### config.mk
export PLATFORM = sky130hd
export DESIGN_NAME = gaussian3x3_stream_flat
export DESIGN_NICKNAME = d
export VERILOG_FILES = /design/src/rtl/gaussian3x3_stream_if.sv /design/src/rtl/gaussian3x3_stream.sv /design/src/flat_wrapper.sv
export SDC_FILE = /design/constraint.sdc
export NUM_CORES = 2
export LEC_CHECK = 0
export CAP_MARGIN = 0
export CELL_PAD_IN_SITES_DETAIL_PLACEMENT = 1
export CELL_PAD_IN_SITES_GLOBAL_PLACEMENT = 2
export CORE_MARGIN = 3
export CORE_UTILIZATION = 55
export CTS_CLUSTER_DIAMETER = 50
export DETAILED_ROUTE_END_ITERATION = 8
export DONT_BUFFER_PORTS = 1
export HOLD_SLACK_MARGIN = 0.02
export PLACE_DENSITY = 0.88
export SLEW_MARGIN = 0
export SYNTH_ARGS = -nofsm -noshare
export SYNTH_HDL_FRONTEND = slang
export SYNTH_SLANG_ARGS = --single-unit
### constraint.sdc
create_clock -name clk -period 15.2 [get_ports clk]
set_clock_uncertainty 0.05 [all_clocks]
set_input_delay 3.04 -clock clk [delete_from_list [all_inputs] [get_ports clk]]
set_output_delay 3.04 -clock clk [all_outputs]
set_load 0.02 [all_outputs]
### src/rtl/gaussian3x3_stream_if.sv
// Valid/ready pixel stream bundle shared by the blur input and output.
// The master drives data, valid and last; the slave returns ready.
interface gaussian3x3_stream_if #(
    parameter int PIXEL_BIT_WIDTH = 16
);
    logic [PIXEL_BIT_WIDTH-1:0] TDATA;
    logic                       TVALID;
    logic                       TREADY;
    logic                       TLAST;

    modport master (output TDATA, output TVALID, output TLAST, input TREADY);
    modport slave  (input TDATA, input TVALID, output TREADY);
endinterface

### src/rtl/gaussian3x3_stream.sv
// Streaming 3x3 Gaussian blur ([1 2 1;2 4 2;1 2 1]/16) over a raster pixel stream.
// Two line buffers feed a 3-column window; one registered output stage.
//
//   state | meaning
//   FILL  | rows 0 and 1 being buffered, nothing emitted
//   RUN   | row_in >= 2, handshakes at col_in >= 2 emit one pixel
module gaussian3x3_stream #(
    parameter int PIXEL_BIT_WIDTH  = 16,
    parameter int IMG_ROWS         = 48,
    parameter int IMG_COLS         = 48,
    parameter int IMG_ROW_BITWIDTH = 10,
    parameter int IMG_COL_BITWIDTH = 10
) (
    input  logic                  clk,
    input  logic                  reset,
    gaussian3x3_stream_if.slave   pixel_in,
    gaussian3x3_stream_if.master  pixel_out
);
    localparam int PW     = PIXEL_BIT_WIDTH;
    localparam int ACC_W  = PIXEL_BIT_WIDTH + 4;
    localparam int CIDX_W = $clog2(IMG_COLS);
    localparam logic [IMG_ROW_BITWIDTH-1:0] LAST_ROW = IMG_ROW_BITWIDTH'(IMG_ROWS - 1);
    localparam logic [IMG_COL_BITWIDTH-1:0] LAST_COL = IMG_COL_BITWIDTH'(IMG_COLS - 1);

    typedef enum logic {FILL, RUN} state_t;

    state_t                      state;
    logic [IMG_ROW_BITWIDTH-1:0] row_in;
    logic [IMG_COL_BITWIDTH-1:0] col_in;
    logic [CIDX_W-1:0]           col_idx;

    logic [PW-1:0] lb0 [IMG_COLS];
    logic [PW-1:0] lb1 [IMG_COLS];

    // l_* is column c-2, m_* is column c-1; top/mid/bot are rows r-2/r-1/r
    logic [PW-1:0] l_top, l_mid, l_bot, m_top, m_mid, m_bot;
    logic [PW-1:0] n_top, n_mid, n_bot;

    logic                    out_valid;
    logic [PW-1:0]           out_data;
    logic                    out_last;
    logic                    in_ready;
    logic                    in_hs;
    logic                    row_end;
    logic                    frame_end;
    logic                    emit;
    logic signed [ACC_W-1:0] acc;
    logic [PW-1:0]           blur;

    function automatic logic signed [ACC_W-1:0] sx(input logic [PW-1:0] p);
        return ACC_W'(signed'(p));
    endfunction

    assign in_ready  = reset & (~out_valid | pixel_out.TREADY);
    assign in_hs     = pixel_in.TVALID & in_ready;
    assign col_idx   = col_in[CIDX_W-1:0];
    assign row_end   = (col_in == LAST_COL);
    assign frame_end = row_end && (row_in == LAST_ROW);
    assign emit      = in_hs && (state == RUN) && (col_in >= IMG_COL_BITWIDTH'(2));

    assign n_top = lb1[col_idx];
    assign n_mid = lb0[col_idx];
    assign n_bot = pixel_in.TDATA;

    // Weights of 2 and 4 are shifts; the sum of weights is 16 so ACC_W cannot overflow
    assign acc = sx(l_top)         + (sx(l_mid) <<< 1) + sx(l_bot)
               + (sx(m_top) <<< 1) + (sx(m_mid) <<< 2) + (sx(m_bot) <<< 1)
               + sx(n_top)         + (sx(n_mid) <<< 1) + sx(n_bot);
    assign blur = PW'(acc >>> 4);

    assign pixel_in.TREADY  = in_ready;
    assign pixel_out.TVALID = out_valid;
    assign pixel_out.TDATA  = out_data;
    assign pixel_out.TLAST  = out_last;

    always_ff @(posedge clk) begin
        if (!reset) begin
            state     <= FILL;
            row_in    <= '0;
            col_in    <= '0;
            out_valid <= 1'b0;
            out_data  <= '0;
            out_last  <= 1'b0;
        end else begin
            if (in_hs) begin
                if (frame_end) begin
                    row_in <= '0;
                    col_in <= '0;
                end else if (row_end) begin
                    row_in <= row_in + 1'b1;
                    col_in <= '0;
                end else begin
                    col_in <= col_in + 1'b1;
                end

                case (state)
                    FILL: if (row_end && row_in == IMG_ROW_BITWIDTH'(1)) state <= RUN;
                    RUN:  if (frame_end) state <= FILL;
                    default: state <= FILL;
                endcase
            end

            if (emit) begin
                out_valid <= 1'b1;
                out_data  <= blur;
                out_last  <= frame_end;
            end else if (pixel_out.TREADY) begin
                out_valid <= 1'b0;
            end
        end
    end

    // Line buffers and window carry no reset; stale columns are never emitted
    always_ff @(posedge clk) begin
        if (in_hs) begin
            lb1[col_idx] <= lb0[col_idx];
            lb0[col_idx] <= pixel_in.TDATA;
            l_top <= m_top;
            l_mid <= m_mid;
            l_bot <= m_bot;
            m_top <= n_top;
            m_mid <= n_mid;
            m_bot <= n_bot;
        end
    end
endmodule

### src/flat_wrapper.sv
// flat-port wrapper written by rule: the top's interface ports become plain ports
module gaussian3x3_stream_flat 
#(
    parameter int PIXEL_BIT_WIDTH  = 16,
    parameter int IMG_ROWS         = 48,
    parameter int IMG_COLS         = 48,
    parameter int IMG_ROW_BITWIDTH = 10,
    parameter int IMG_COL_BITWIDTH = 10
)
  (clk, reset, pixel_in_TDATA, pixel_in_TVALID, pixel_in_TREADY, pixel_out_TDATA, pixel_out_TVALID, pixel_out_TLAST, pixel_out_TREADY);
  gaussian3x3_stream_if #(.PIXEL_BIT_WIDTH(PIXEL_BIT_WIDTH)) pixel_in_i ();
  gaussian3x3_stream_if #(.PIXEL_BIT_WIDTH(PIXEL_BIT_WIDTH)) pixel_out_i ();
  input  logic clk;
  input  logic reset;
  input wire logic [$bits(pixel_in_i.TDATA)-1:0] pixel_in_TDATA;
  input wire logic [$bits(pixel_in_i.TVALID)-1:0] pixel_in_TVALID;
  output wire logic [$bits(pixel_in_i.TREADY)-1:0] pixel_in_TREADY;
  output wire logic [$bits(pixel_out_i.TDATA)-1:0] pixel_out_TDATA;
  output wire logic [$bits(pixel_out_i.TVALID)-1:0] pixel_out_TVALID;
  output wire logic [$bits(pixel_out_i.TLAST)-1:0] pixel_out_TLAST;
  input wire logic [$bits(pixel_out_i.TREADY)-1:0] pixel_out_TREADY;
  assign pixel_in_i.TDATA = pixel_in_TDATA;
  assign pixel_in_i.TVALID = pixel_in_TVALID;
  assign pixel_in_TREADY = pixel_in_i.TREADY;
  assign pixel_out_TDATA = pixel_out_i.TDATA;
  assign pixel_out_TVALID = pixel_out_i.TVALID;
  assign pixel_out_TLAST = pixel_out_i.TLAST;
  assign pixel_out_i.TREADY = pixel_out_TREADY;
  gaussian3x3_stream #(.PIXEL_BIT_WIDTH(PIXEL_BIT_WIDTH), .IMG_ROWS(IMG_ROWS), .IMG_COLS(IMG_COLS), .IMG_ROW_BITWIDTH(IMG_ROW_BITWIDTH), .IMG_COL_BITWIDTH(IMG_COL_BITWIDTH)) u_core (.clk(clk), .reset(reset), .pixel_in(pixel_in_i), .pixel_out(pixel_out_i));
endmodule
==> flow_metrics.tcl <==
set metrics [dict create \
    run_status "complete, no violations" \
    numCtsBuffers 169 \
    worstPathCellList "buf_4, buf_4, mux4_2, mux4_2, mux2i_1, o21ai_4, buf_4, fa_1, inv_1, fa_1, inv_1, fa_1, fa_1, ha_1, a21o_1, a21oi_1, o221ai_1, a21oi_1, nor2_1, or4b_2, o311ai_0" \
    grt_pass1_vias 35800 \
    synth_most_common_cell "edfxtp_1" \
    synth_area_leaders "edfxtp_1, mux4_2, fa_1" \
    synthSimpleGateAreaFrac 0.0175 \
    wl_per_cell_um 38.0 \
    ant_nets 0 \
    start_util 0.559 \
    drt_iter0_markers 5117 \
    fin_crit_ns 9.12 \
    crit_arrival_ns 9.74 \
    clk-insertion-delay-late_ns 0.81 \
    hold_start "u_core.m_bot[3]" \
    rows 127 \
    critPathLaunchType "flop" \
    area_growth_pct 12.0 \
    async_flop_share 0 \
    htree_levels 4 \
    placedCellCount 4659 \
    utilization 0.626 \
    synth_top_family_by_area "multiplexers" \
    die_area_um2 127000 \
    place.gp.congestion 0.766 \
    hold_class "flop to flop" \
    synth_cells 3099 \
    synthFlopType "edfxtp_1" \
    cts_tree "built" \
    crit_family "adder cells" \
    num_vias 33900 \
    synthAdderAreaFrac 0.0378 \
    final_nets 3380 \
    synth_top_area_frac 0.726 \
    max_freq_mhz 110 \
    postCtsResizedCells 0 \
    ys.warnings.count 0 \
    synth.distinct_cells 58 \
    critPathKind "flop to flop" \
    drt-pass1-iter-count 6 \
    yosysSeqAreaShare 0.740 \
    yosys.area_share.xor_xnor 0.00597 \
    synth-seq-cells 1677 \
    synth_common_cells "edfxtp_1, mux4_2, inv_1" \
    setup_viol 0 \
    wl_um 189000 \
    core-area_um2 121000 \
    antenna_found_initial 3 \
    synth_edf_count 1632 \
    clock-sinks 1677 \
    synthMuxAreaShare 0.165 \
    route.detailed.drc 0 \
    rsz0062_at_grt "false" \
    p_leak_nw 23.7 \
    avgSynthCellArea_um2 21.8 \
    die_width_um 356 \
    path_buf_inv 5 \
    synth-compound-area-share 0.0126 \
    crit_path_frequent_cell "fa_1" \
    fillCellCount 9741 \
    die_h_um 356 \
    grt_overflow 0 \
    cts_hold_buf 0 \
    slew_violations 0 \
    period_share 0.600 \
    cts_setup_buffers 0 \
    worstMarginPinSlew_ns 1.34 \
    instances_no_fill 4970 \
    worst_setup_path_end_kind "flop" \
    port_buffers 0 \
    tns_ns 0 \
    dp_hpwl_um 96800 \
    ir_worst_vdd_uv 375 \
    regArea_um2 49900 \
    p_per_area_nw_per_um2 155 \
    syn_nets 3261 \
    netlist_area_um2 67500 \
    grtUsageTotal 0.307 \
    pre_cts_ws_ns 6.14 \
    viasPerCell 6.83 \
    hold_violations 0 \
    grt_pass1_wl_um 271000 \
    cts_buffer_depth 3 \
    grt_max_degree 114 \
    max_cap_violations 0 \
    synth_top_cell_by_area "edfxtp_1" \
    worst-path-max-fanout 50 \
    multi_input_area_um2 16600 \
    worst_slack_ns 6.08 \
    cpPeakStageDelay_ns 0.99 \
    clkTransAtPathRegs_ns 0.06 \
    cts_root_buf "clkbuf_16" \
    critPathSlowestCell "dfxtp_4" \
    drive_above_1_share 0.270 \
    worstPathRequired_ns 15.82 \
    slew-limit-headroom 0.105 \
    ios 39 \
]
-- metal layers --
metal / vias up / global-route usage / wire length (µm)
li1: 12800 / - / -
met1: 18000 / 0.406 / 65400
met2: 2605 / 0.505 / 95300
met3: 463 / 0.0658 / 20200
met4: 0 / 0.122 / 7930
met5: - / 0 / 0
-- power breakdown --
part	switching, mW	internal (mW)	leakage (nW)
Clock	1.83	2.42	2.70
Combinational	1.36	0.959	5.91
Sequential	0.0228	5.15	15.1
-- stage by stage --
step	hold WS, ns	area, µm²	power [mW]
after floorplan	0.376	67500	6.93
after global placement	0.385	70000	7.47
after detailed placement	0.388	70000	7.58
after CTS	0.400	75600	11.8
after global routing	0.414	75600	12.2
final	0.397	75600	11.7
-- cell type report --
type                            count  area share
Tap cell                         1612      0.0267
Inverter                          195     0.00969
Antenna cell                        1   0.0000331
Timing Repair Buffer               83     0.00874
Clock buffer                      199      0.0587
Multi-Input combinational cell   1092       0.220
Sequential cell                  1677       0.661
Clock inverter                    111      0.0152
-- state kept, by name, indices dropped and copies added (netlist names), named ones only --
| signal | flops |
|---|---|
| u_core.lb0 | 768 |
| u_core.lb1 | 768 |
| u_core.l_bot | 16 |
| u_core.l_mid | 16 |
| u_core.l_top | 16 |
| u_core.m_bot | 16 |
| u_core.m_mid | 16 |
| u_core.m_top | 16 |
| u_core.pixel_out.TDATA | 16 |
| u_core.col_in | 10 |
| u_core.row_in | 10 |
| u_core.pixel_out.TLAST | 1 |
| u_core.pixel_out.TVALID | 1 |
| u_core.state | 1 |
-- worst paths after layout --
check                           cells after the start                          to  slack, ns
worst max-delay path                               21  u_core.pixel_out.TDATA[12]       6.08
worst min-delay path                                0             u_core.l_bot[3]       0.40
worst max register to register                     21  u_core.pixel_out.TDATA[12]       6.08
worst min register to register                      0             u_core.l_bot[3]       0.40
-- cells by family after synthesis --
kind of cell / Yosys count
adders and majority gates: 142
and+or+nand+nor: 253
buffers and inverters: 330
AOI/OAI and AO/OA: 136
muxes: 515
DFF: 1677
xor gates and xnor gates: 46
-- placed cells by master (no fill, tap or decap), types with 8 or more instances in the layout --
cell type   synthesis  routed
mux4_2            479     479
o21a_1             20      20
nor2_1             83      35
clkbuf_16           0     173
clkbuf_1           56      25
clkinv_2            0      26
nor2_4              0      48
clkinvlp_4          0      14
and2_1              8       8
clkinv_1            0      31
o21ai_0            41      34
fa_1              103     103
a21oi_1            28      28
o21ai_4             0      13
a21o_1              9       9
xor2_1             20      20
and3_1             11      10
ha_1               39      39
inv_2              17      17
edfxtp_1         1632    1632
bufinv_16           0      19
buf_4               4      80
nand2_1            73      73
mux2i_1            36      36
xnor2_1            26      26
dfxtp_1            45      39
inv_6               0      11
nor2b_1             9       9
nand3_1            23      23
nor3_1             10      10
inv_1             178     178
(Power assumes the default switching activity.)
